$ cat src/rtl/mux_scan_sequencer.sv
// Round-robin select sequencer for a 4:1 channel mux. It steps through the enabled channels,
// waits for the mux output to settle, captures each word and hands it off with valid/ready.
module mux_scan_sequencer #(
  parameter int unsigned WIDTH  = 4,
  parameter int unsigned SETTLE = 1
) (
  input  logic             clk,
  input  logic             rst_n,
  input  logic             start,
  input  logic [3:0]       enable_mask,
  input  logic [WIDTH-1:0] mux_out,
  output logic             sel1,
  output logic             sel0,
  output logic [WIDTH-1:0] data_out,
  output logic [1:0]       chan_out,
  output logic             valid_out,
  input  logic             ready_in,
  output logic             busy,
  output logic             done
);

  localparam int unsigned NCH      = 4;
  localparam int unsigned CNT_W    = 4;
  localparam int unsigned CH_W     = 2;
  localparam logic [CNT_W-1:0] CNT_LAST = CNT_W'(SETTLE - 1);

  typedef enum logic [1:0] {
    S_IDLE,
    S_WAIT,
    S_HOLD,
    S_FIN
  } state_t;

  state_t           state;
  logic [NCH-1:0]   mask_q;
  logic [CNT_W-1:0] cnt;

  logic [CH_W-1:0]  cur_ch_c;
  logic [CH_W-1:0]  first_ch_c;
  logic [CH_W-1:0]  next_ch_c;
  logic             next_any_c;

  assign cur_ch_c = {sel1, sel0};

  // Lowest enabled channel of the incoming mask, used as the first select of a pass.
  always_comb begin
    first_ch_c = '0;
    for (int i = int'(NCH) - 1; i >= 0; i--) begin
      if (enable_mask[i]) first_ch_c = CH_W'(i);
    end
  end

  // Next enabled channel strictly above the current one; scanning never wraps.
  always_comb begin
    next_ch_c  = '0;
    next_any_c = 1'b0;
    for (int i = int'(NCH) - 1; i >= 0; i--) begin
      if (mask_q[i] && (CH_W'(i) > cur_ch_c)) begin
        next_ch_c  = CH_W'(i);
        next_any_c = 1'b1;
      end
    end
  end

  // Sequencer FSM with all outputs registered.
  always_ff @(posedge clk or negedge rst_n) begin
    if (!rst_n) begin
      state     <= S_IDLE;
      mask_q    <= '0;
      cnt       <= '0;
      sel1      <= 1'b0;
      sel0      <= 1'b0;
      data_out  <= '0;
      chan_out  <= '0;
      valid_out <= 1'b0;
      busy      <= 1'b0;
      done      <= 1'b0;
    end else begin
      done <= 1'b0;
      unique case (state)
        S_IDLE: begin
          {sel1, sel0} <= '0;
          if (start) begin
            mask_q <= enable_mask;
            if (|enable_mask) begin
              {sel1, sel0} <= first_ch_c;
              cnt          <= '0;
              busy         <= 1'b1;
              state        <= S_WAIT;
            end else begin
              done  <= 1'b1;
              state <= S_FIN;
            end
          end
        end
        S_WAIT: begin
          if (cnt == CNT_LAST) begin
            data_out  <= mux_out;
            chan_out  <= cur_ch_c;
            valid_out <= 1'b1;
            state     <= S_HOLD;
          end else begin
            cnt <= cnt + CNT_W'(1);
          end
        end
        S_HOLD: begin
          if (ready_in) begin
            valid_out <= 1'b0;
            if (next_any_c) begin
              {sel1, sel0} <= next_ch_c;
              cnt          <= '0;
              state        <= S_WAIT;
            end else begin
              {sel1, sel0} <= '0;
              busy         <= 1'b0;
              done         <= 1'b1;
              state        <= S_FIN;
            end
          end
        end
        S_FIN: begin
          {sel1, sel0} <= '0;
          state        <= S_IDLE;
        end
        default: state <= S_IDLE;
      endcase
    end
  end

endmodule

$ cat config.mk
export PLATFORM = sky130hd
export DESIGN_NAME = mux_scan_sequencer
export DESIGN_NICKNAME = d
export VERILOG_FILES = /design/src/rtl/mux_scan_sequencer.sv
export SDC_FILE = /design/constraint.sdc
export NUM_CORES = 1
export LEC_CHECK = 0
export ABC_CLOCK_PERIOD_IN_PS = 2700
export CAP_MARGIN = 25
export CORE_UTILIZATION = 55
export CTS_BUF_LIST = sky130_fd_sc_hd__clkbuf_8
export CTS_CLUSTER_SIZE = 20
export DETAILED_ROUTE_END_ITERATION = 8
export MAX_ROUTING_LAYER = met4
export PLACE_DENSITY_LB_ADDON = 0.3
export SETUP_SLACK_MARGIN = 0.02
export SYNTH_ARGS = -nofsm -noshare
export SYNTH_HDL_FRONTEND = slang
export SYNTH_SLANG_ARGS = --single-unit
$ cat constraint.sdc
create_clock -name clk -period 2.7 [get_ports clk]
set_input_delay 0.54 -clock clk [delete_from_list [all_inputs] [get_ports clk]]
set_output_delay 0.54 -clock clk [all_outputs]
set_load 0.1 [all_outputs]
After elaboration in Yosys (flattened, before gate mapping)
Index checks and enable logic that the tools add are counted.

Bits in registers: 21. Input bits: 12. Output and inout bits: 11.

Add/sub/neg operators: 1. Magnitude comparators: 4. Equality and inequality tests: 10. Multiplexer cells: 47. Reductions and logical operators: 18.

Operators with widths (number): 2-bit 2-to-1 mux (13); 1-bit 2-to-1 mux (22); 4-bit 2-to-1 mux (5); 2-bit != test, second input constant (7); 4-bit one-hot mux with 3 select lines (1); 2-bit one-hot mux with 4 select lines (1); 1-bit one-hot mux with 2 select lines (3); 1-bit one-hot mux with 3 select lines (2); 2-bit AND reduction (3); 3-bit AND reduction (2); 6-bit AND reduction (1); 3-bit nonzero test (2); 5-bit AND reduction (1); 4-bit by 1-bit adder with 4-bit output, second input constant (1); 2-bit == test, second input constant (2); 1-bit by 2-bit > comparator with 1-bit output, first input constant (2); 2-bit > comparator, first input constant (2); 1-bit logical AND (4); 4-bit logical NOT (1); 2-bit nonzero test (2); 4-bit OR reduction (1); 2-bit by 1-bit == test with 1-bit output, second input constant (1); 2-bit logical NOT (1).

Logic depth before layout (Yosys ltp)
Gate-level depths: netlist (run 1).

Depth in word-level cells: 9. Gate-level depth with buffers: 6. Gate-level depth less buffers: 6.

Least setup slack after synthesis (run 1)
OpenSTA, ideal clock, no wires.

Path type: register to register. From: register sel0. To: register sel0. Arrival: 1671 ps. Data required time: 2566 ps. Path slack: 895 ps. Cell stages (with the launch flop): 6. Path through: dfrtp_1 inv_1 a221oi_1 a21o_1 a21oi_1 a2bb2oi_1.

Word-level cells in the longest chain between the ends: 9.

RTL lines: start: declaration (line 13) `output logic sel0,`; start signal: assignment (line 86) `{sel1, sel0} <= first_ch_c;`; start signal: assignment (line 110) `{sel1, sel0} <= next_ch_c;`; 2-bit > comparator (line 58) `if (mask_q[i] && (CH_W'(i) > cur_ch_c)) begin`; 1-bit logical AND (line 58); 2-bit 2-to-1 mux or 1-bit 2-to-1 mux (tied branches) (4 in a row) (line 58); 1-bit 2-to-1 mux (*) (line 109) `if (next_any_c) begin`; 1-bit 2-to-1 mux (*) (line 107) `if (ready_in) begin`; 1-bit one-hot mux with 3 select lines (*) (line 80) `unique case (state)`.

Every way passes the cells marked *; elsewhere a longest branch is shown, timed or not. The select of a mux whose other input is x is not followed. A chain may end at the register's enable or synchronous reset.

Worst setup path after layout (run 1)
From: input port enable_mask[1]. To: register cnt[2].

Word-level cells in the longest chain between the ends: 3.

RTL lines: start: declaration (line 10) `input logic [3:0] enable_mask,`; 4-bit OR reduction (line 85) `if (|enable_mask) begin`; 2-bit != test (no source line); 6-bit AND reduction (no source line); end signal: assignment (line 103) `cnt <= cnt + CNT_W'(1);`; end: declaration (line 36) `logic [CNT_W-1:0] cnt;`.

No other way between the ends.

==> results_dict.tcl, run 1 <==
set metrics [dict create \
    synthAdderAreaFrac_pct 2.41 \
    ant_nets 0 \
    criticalPathCategory "in -> reg" \
    grt_pass1_wl_um 3300 \
    antennaDiodeCount 0 \
    worstPathRequired_ps 2910 \
    die_w_um 45.5 \
    synth_edf_count 0 \
    h-tree-depth 1 \
    rows 15 \
    fp.dieH_um 45.5 \
    setup_ws_ps 952 \
    synthCells 98 \
    path_delay_family "buffers and inverters" \
    cts.hold.buffers_added 0 \
    syn_to_final_growth_pct 27.3 \
    synth_simple_gate_area_share_pct 15.8 \
    worstHoldPathType "reg -> reg" \
    post-route-drc-count 0 \
    cts_sinks 20 \
    drt_iter0_drc 24 \
    postCtsSetupBuffers 0 \
    path_clk_slew_ps 70 \
    cts-root-buf "clkbuf_8" \
    drt_wl_total_um 2070 \
    dp_hpwl_um 1440 \
    synth.avg_cell_area_um2 10.6 \
    drv_cap 0 \
    synth_top_family_by_area "compound AO/OA/AOI/OAI gates" \
    synth_top_area_share_pct 48.2 \
    worst_pin_slew_ps 467 \
    io_pins 23 \
    grt_pass1_vias 745 \
    core_area_um2 1750 \
    crit_buf_inv 1 \
    finalSetupViolCount 0 \
    routedWlPerCell_um 14.0 \
    port_buffers 22 \
    async_flop_share_pct 100 \
    finalCriticalPeriod_ps 1750 \
    yosys-top-cells-count "dfrtp_1, nand2_1, nor2_1" \
    ys_warn_count 0 \
    syn_area_um2 1040 \
    finalHoldViolCount 0 \
    overflow 0 \
    fmaxAchievable_ghz 0.572 \
    drive_gt1_share_pct 27.6 \
    synthMuxAreaShare_pct 9.04 \
    ys_types 34 \
    slew_headroom_pct 68.9 \
    cp_max_fo 4 \
    die_area_um2 2070 \
    slowest_delay_ps 490 \
    rsz0062_at_grt "no" \
    crit_chain "clkdlybuf4s50_1 > nor4_1 > o2bb2ai_2 > a21o_2 > a22o_2" \
    final_cell_area_um2 1320 \
    fin_nets 138 \
    antenna_found_initial 0 \
    ys_seq_area_share_pct 48.2 \
    grtUsageTotal_pct 23.7 \
    timing.final.crit_share_pct 64.7 \
    cp.arrival_ps 1950 \
    cp-start-kind "primary input" \
    start_util_pct 59.5 \
    yosys.area.top_type "dfrtp_1" \
    end_kind "flip-flop" \
    clock_tree.buffer_depth 2 \
    ys_ff_latch 20 \
    fillCellCount 127 \
    dp_slack_ps 698 \
    synthXorXnorAreaFrac_pct 0.843 \
    cts_resized 0 \
    dr.pass1.iters 4 \
    synth_nets 112 \
    cts_tree "done" \
    synthTopCellsByArea "dfrtp_1, mux2_2, nand2_1, o21ai_0, nor2_1" \
    finalSetupTns_ps 0 \
    grt_max_degree 21 \
    vias_per_cell 5.55 \
    utilization_pct 75.8 \
    clock_skew_ps 3.96 \
    synth_compound_area_share_pct 19.4 \
    vias 821 \
    yosysMostFrequentCell "dfrtp_1" \
    gp_congestion 0.848 \
    status "finished clean" \
    placed_cell_area_um2 1250 \
    ys.flop_type "dfrtp_1" \
    slew_violations 0 \
    cts_made_buffers 3 \
    clock_latency_ps 260 \
    slowest_stage "clkdlybuf4s50_1" \
]
-- worst register-to-register path: cells and delay by family (launching register included) --
family,cells,cell delay [ps]
adders and majority gates,1,150
buffers and inverters,1,80
DFF,1,410
muxes,1,350
and+or+nand+nor,2,510
-- sequential cells by signal, summed over array words and instances (netlist names) --
signal,count
chan_out,2
valid_out,1
mask_q,3
done,1
data_out,4
state,2
busy,1
sel0,1
sel1,1
cnt,4
-- stage by stage --
| stage | hold slack [ps] | std cells |
|---|---|---|
| finish | 489 | 148 |
| global route | 515 | 148 |
| CTS | 493 | 148 |
| detailed placement | 477 | 144 |
| global placement | 466 | 144 |
| floorplan | 244 | 98 |
-- area by class of cell --
| type | count | area (um2) | area share (%) |
|---|---|---|---|
| flip-flops and latches | 20 | 500 | 37.8 |
| multi-input cells | 69 | 493 | 37.3 |
| repair buffers | 23 | 200 | 15.1 |
| clock buffers | 3 | 41.3 | 3.12 |
| well taps | 25 | 31.3 | 2.37 |
| clock inverters | 1 | 30.0 | 2.27 |
| inverters | 7 | 26.3 | 1.99 |
-- kinds of logic after synthesis --
group           after synthesis
simple gates                 30
compound gates               28
flops                        20
buf+inv                       9
mux                           8
fa+ha+maj                     2
xor+xnor                      1
-- worst paths after layout --
path                           startpoint           to  slack [ps]  cells past startpoint
setup / recovery           enable_mask[1]       cnt[2]         950                      5
hold / removal                chan_out[0]  chan_out[0]         490                      2
setup reg to reg                   cnt[0]  data_out[0]        1080                      5
hold reg to reg               chan_out[0]  chan_out[0]         490                      2
max in group asynchronous           rst_n    mask_q[3]        1890                      2
min in group asynchronous           rst_n  data_out[3]         610                      2
-- cell usage in the layout, fill, tap and decap left out, drive strengths merged, types with 2 or more instances in the layout --
| cell type | netlist | routed |
|---|---|---|
| a21o | 3 | 3 |
| a21oi | 6 | 6 |
| a22o | 2 | 2 |
| buf | 2 | 12 |
| clkbuf | 0 | 3 |
| clkdlybuf4s50 | 0 | 11 |
| dfrtp | 20 | 20 |
| ha | 2 | 2 |
| inv | 7 | 7 |
| mux2 | 8 | 8 |
| nand2 | 10 | 10 |
| nand3 | 3 | 3 |
| nor2 | 9 | 9 |
| nor3b | 2 | 2 |
| nor4 | 2 | 2 |
| o21a | 2 | 2 |
| o21ai | 7 | 7 |
| o31ai | 2 | 2 |
-- per-layer routing --
metal	vias to the layer above	share of wire, %	GRT usage (%)
li1	399	-	-
met1	376	43	28.7
met2	37	48	38.6
met3	9	5.7	3.57
met4	0	2.6	10.9
met5	-	0	-
Power of run 1 is not shown: default switching activity piles up to over one toggle a cycle in this logic, so the estimate is an artifact.
==> inputs of run 2 (changes only) <==
--- a/config.mk
+++ b/config.mk
@@ -5,9 +5,9 @@
 export SDC_FILE = /design/constraint.sdc
 export NUM_CORES = 1
 export LEC_CHECK = 0
-export ABC_CLOCK_PERIOD_IN_PS = 2700
+export ABC_CLOCK_PERIOD_IN_PS = 1700
 export CAP_MARGIN = 25
-export CORE_UTILIZATION = 55
+export CORE_UTILIZATION = 51
 export CTS_BUF_LIST = sky130_fd_sc_hd__clkbuf_8
 export CTS_CLUSTER_SIZE = 20
 export DETAILED_ROUTE_END_ITERATION = 8
==> constraint.sdc (replaced) <==
create_clock -name clk -period 1.7 [get_ports clk]
set_input_delay 0.34 -clock clk [delete_from_list [all_inputs] [get_ports clk]]
set_output_delay 0.34 -clock clk [all_outputs]
set_load 0.1 [all_outputs]
==> run 2 against run 1 <==
Cell count up 4.7%. Worst hold slack worse by 80 ps. Register-to-register slack worse by 970 ps. Via count up 3.8%. First-iteration DRC count fell by 17%. Critical endpoint unchanged. Critical path type is now reg -> reg. Largest cell class unchanged.
==> results_dict.tcl, run 2 (synthesis results as in run 1) <==
set metrics [dict create \
    io_pins 23 \
    status "finished clean" \
    port_buffers 22 \
    end_kind "flip-flop" \
    ant_nets 0 \
    criticalPathCategory "reg -> reg" \
    slowest_delay_ps 410 \
    vias 852 \
    multi_input_comb_area_um2 500 \
    drv_cap 0 \
    regArea_um2 503 \
    cp.arrival_ps 1740 \
    clock_tree.buffer_depth 2 \
    drt_wl_total_um 2190 \
    dp_hpwl_um 1640 \
    finalHoldViolCount 0 \
    syn_to_final_growth_pct 45.1 \
    fp.dieH_um 47.1 \
    gp_congestion 0.817 \
    reg2reg_from "cnt[0]" \
    routedWlPerCell_um 14.1 \
    die_area_um2 2220 \
    grtUsageTotal_pct 23.9 \
    rsz0062_at_grt "yes" \
    final_cell_area_um2 1510 \
    crit_chain "inv_1 > ha_1 > nor3b_4 > nor2_1 > a31o_2 > a22o_2" \
    clock_latency_ps 260 \
    cts_tree "done" \
    grt_use_met1_pct 29.3 \
    clock_skew_ps 3.57 \
    overflow 0 \
    layout_common_cells "dfrtp_1, clkdlybuf4s50_1, buf_12" \
    cts_made_buffers 3 \
    grt_use_met2_pct 40.0 \
    h-tree-depth 1 \
    critPathCapture "cnt[2]" \
    dr.pass1.iters 4 \
    slowest_stage "dfrtp_1" \
    fmaxAchievable_ghz 0.629 \
    start_util_pct 57.0 \
    r2r_setup_slack_ps 110 \
    grt_pass1_wl_um 3460 \
    worstHoldPathType "in -> async" \
    finalSetupViolCount 0 \
    fillCellCount 108 \
    core_area_um2 1820 \
    antenna_found_initial 0 \
    post-route-drc-count 0 \
    worst_pin_slew_ps 305 \
    worstSetupStartpoint "cnt[0]" \
    finalCriticalPeriod_ps 1590 \
    antennaDiodeCount 0 \
    drt_iter0_drc 20 \
    path_clk_slew_ps 70 \
    cts_sinks 20 \
    timing.final.crit_share_pct 93.5 \
    postCtsSetupBuffers 0 \
    busiest_layer "met2" \
    slew_headroom_pct 79.5 \
    worstPathRequired_ps 1850 \
    slew_violations 0 \
    cp_max_fo 5 \
    cts-root-buf "clkbuf_8" \
    use_met3_pct 3.08 \
    top_regs "cnt x4, data_out x4, mask_q x3" \
    whs_ps 408 \
    finalSetupTns_ps 0 \
    placed_cell_area_um2 1440 \
    vias_per_cell 5.50 \
    drive_gt1_share_pct 33.1 \
    rows 15 \
    cp-start-kind "flip-flop" \
    grt_max_degree 21 \
    rr_worst_depth 6 \
    grt_pass1_vias 794 \
    fin_nets 145 \
    mostFrequentLayoutCell "dfrtp_1" \
    r2r-end "cnt[2]" \
    die_w_um 47.1 \
]
-- run 2: final cells by class --
cell class / count / area share, %
multi-input cells: 69 / 33.2
clock buffers: 4 / 3.65
repair buffers: 30 / 25.9
well taps: 25 / 2.08
flip-flops and latches: 20 / 33.4
inverters: 7 / 1.74
-- run 2: worst min path at each step --
stage	startpoint	end	slack, ps	cells past startpoint
floorplan	rst_n	busy	40	0
global placement	mask_q[2]	mask_q[2]	510	2
detailed placement	cnt[0]	cnt[0]	530	1
CTS	rst_n	data_out[1]	420	2
global route	rst_n	data_out[1]	450	2
finish	rst_n	data_out[1]	410	2
-- run 2: stage by stage --
stage          utilization, %  cells  setup WS (ps)
3_5_place_dp             79.3    151          -78.1
3_3_place_gp             79.3    151          -25.4
5_1_grt                  82.7    155           1.36
4_1_cts                  82.3    155           69.6
2_1_floorplan               -     98            141
6_report                 82.7    155            110
-- run 2: what timing repair did --
item,in CTS,in global routing
endpoints found under the setup margin,0,5
hold buffers,0,0
gates resized for setup,0,1
-- run 2: worst max-delay path: cells and delay by family (launching register included) --
family,cells,cell delay (ps)
buf+inv,1,90
compound gates,2,440
flops,1,410
simple gates,2,390
fa+ha+maj,1,150
-- run 2: layer usage --
metal / wire, um / vias to the layer above
met5: 0 / -
li1: - / 418
met1: 880 / 401
met2: 1160 / 29
met4: 34 / 0
met3: 109 / 4
Power of run 2 is left out for the same reason.
==> inputs of run 3 (changes only) <==
--- a/config.mk
+++ b/config.mk
@@ -6,7 +6,7 @@
 export NUM_CORES = 1
 export LEC_CHECK = 0
 export ABC_CLOCK_PERIOD_IN_PS = 1700
-export CAP_MARGIN = 25
+export CAP_MARGIN = 5
 export CORE_UTILIZATION = 51
 export CTS_BUF_LIST = sky130_fd_sc_hd__clkbuf_8
 export CTS_CLUSTER_SIZE = 20
==> results of run 3 <==
Final layout, timing and power as in run 2 (identical DEF).
Power of run 3 is left out for the same reason.
==> RTL edit, RTL diff (settings of run 2) <==
Re-encode `state_t` (4 states) as Gray code, 2 bits wide.
--- a/src/rtl/mux_scan_sequencer.sv
+++ b/src/rtl/mux_scan_sequencer.sv
@@ -27,6 +27,6 @@
   typedef enum logic [1:0] {
-    S_IDLE,
-    S_WAIT,
-    S_HOLD,
-    S_FIN
+    S_IDLE = 2'b00,
+    S_WAIT = 2'b01,
+    S_HOLD = 2'b11,
+    S_FIN  = 2'b10
   } state_t;
Formal check against the unedited RTL: same outputs for any inputs over 10 cycles, from zero or initial values and one cycle with rst_n low; not proved beyond that.
==> RTL edit against run 2 <==
  * First-iteration DRC count is 15% lower
  * Synthesized area is 10% higher
  * Worst hold slack better by 0.0048 ns
  * Setup slack worse by 0.041 ns
  * Via count is 15% higher
  * Core utilization is 0.21 points lower
  * Sequential cell count stayed put
  * Wire length is 17% higher
  * Count of clock-buffer cells in the layout stayed put
  * Register-to-register slack worse by 0.03 ns
  * Cell area is 12% higher
  * Cell count is 12% higher
Power is not shown: default switching activity piles up to over one toggle a cycle in this logic, so the estimate is an artifact.
==> RTL edit: results (changes against run 2) <==
placed_area_mm2: 0.00160  # was 0.00144 mm²
dr.pass1.iters: 4  # unchanged
dp_hpwl_um: 1870  # was 1640 µm
crit_start: "start"  # was cnt[0]
nFillCells: 115  # was 108
max_stage_delay_ns: 0.54  # was 0.41 ns
clock_path_buffers: 2  # unchanged
grt_pass1_wl_um: 4310  # was 3460 µm
synth.area.top_cells: "dfrtp_1, mux2_2, ha_1"  # was dfrtp_1, mux2_2, nand2_1
endpoint_kind: "flop"  # unchanged
r2r-start: "sel1"  # was cnt[0]
root_buffer: "clkbuf_8"  # unchanged
io_buffers: 22  # unchanged
grt_max_degree: 21  # unchanged
use_met3_pct: 4.67  # was 3.08%
path_clk_slew_ns: 0.08
use_met2_pct: 40.9  # was 40.0%
vias_per_cell: 5.65  # was 5.50
grt_use_met1_pct: 27.1  # was 29.3%
wl_met3_um: 94  # was 109 µm
crit_path_end: "cnt[0]"  # was cnt[2]
ys_warn_count: 0  # unchanged
synth_nets: 129  # was 112
ctsHoldBuffers: 0  # unchanged
worst_pin_slew_ns: 0.308  # was 0.305 ns
reg_top3: "cnt (4), data_out (4), mask_q (3)"  # unchanged
insertedDiodeCount: 0  # unchanged
status: "completed"  # unchanged
drive_gt1_share_pct: 38.1  # was 33.1%
place_congestion: 0.836  # was 0.817
clock_latency_ns: 0.26  # about the same
hp-class: "input pin to asynchronous set/reset pin"  # unchanged
critPathSlowestCell: "clkdlybuf4s50_1"  # was dfrtp_1
nets: 168  # was 145
fin_skew_ns: 0.00511  # was 0.00357 ns
drt-met1-wl_um: 1080  # was 880 µm
yosysSeqAreaShare_pct: 43.8  # was 48.2%
antenna_found_initial: 0  # unchanged
cp_max_fo: 4  # was 5
grt_usage_pct: 24.4  # was 23.9%
r2r_cells: 4  # was 6
r2r_setup_slack_ns: 0.08  # was 0.11 ns
numCtsBuffers: 3  # unchanged
dr_wl_met2_um: 1340  # was 1160 µm
synth_cell_types: 32  # was 34
totalWireLength_um: 2560  # was 2190 µm
grt_pass1_vias: 1031  # was 794
drtIter0Drc: 17  # was 20
synth_commonest_cells: "dfrtp_1, nor2_1, inv_1, mux2_2"  # was dfrtp_1, nand2_1, nor2_1
[RTL edit: changes by cell type in the layout (fill, tap and decap cells not counted), sizes merged, moves of 3 or more]
cell	run 2	this run
a21o	3	0
buf	19	23
ha	2	8
nand2b	1	5
nor2	9	12
o21ai	7	11
[RTL edit: through the flow]
| stage | setup slack, ns | instances | hold WS [ns] | TNS, ns | utilization [%] |
|---|---|---|---|---|---|
| 2_1_floorplan | 0.00488 | 109 | 0.0444 | 0 | - |
| 3_3_place_gp | -0.137 | 169 | 0.504 | -0.415 | 78.1 |
| 3_5_place_dp | -0.162 | 169 | 0.496 | -0.583 | 78.1 |
| 4_1_cts | 0.0249 | 173 | 0.415 | 0 | 81.1 |
| 5_1_grt | 0.0170 | 174 | 0.457 | 0 | 82.5 |
| 6_report | 0.0693 | 174 | 0.413 | 0 | 82.5 |
[RTL edit: layout make-up]
type | instances | area (µm²) | area share [%]
Multi-Input combinational cell | 80 | 636 | 37.7
Tap cell | 27 | 33.8 | 2.00
Clock buffer | 4 | 55.1 | 3.27
Inverter | 9 | 33.8 | 2.00
Timing Repair Buffer | 34 | 420 | 24.9
Sequential cell | 20 | 507 | 30.1
[RTL edit: what timing repair did]
item | in CTS | in global routing
setup buffers | 0 | 1
gates resized for setup | 2 | 9
pin swaps | 0 | 2
endpoints found under the setup margin | 3 | 14
[RTL edit: kinds of logic after synthesis]
group                      after synthesis  synth area share [%]
AOI/OAI and AO/OA                       29                  18.2
DFF                                     20                  43.8
buffers and inverters                    9                  2.95
muxes                                   10                  9.85
and+or+nand+nor                         33                  16.5
adders and majority gates                8                  8.75
[RTL edit: critical path, delay by kind of cell]
family	cells	cell delay, ns
AO/OA/AOI/OAI	2	0.28
buffers and inverters	2	0.65
multiplexers	1	0.26
AND/OR/NAND/NOR	1	0.26
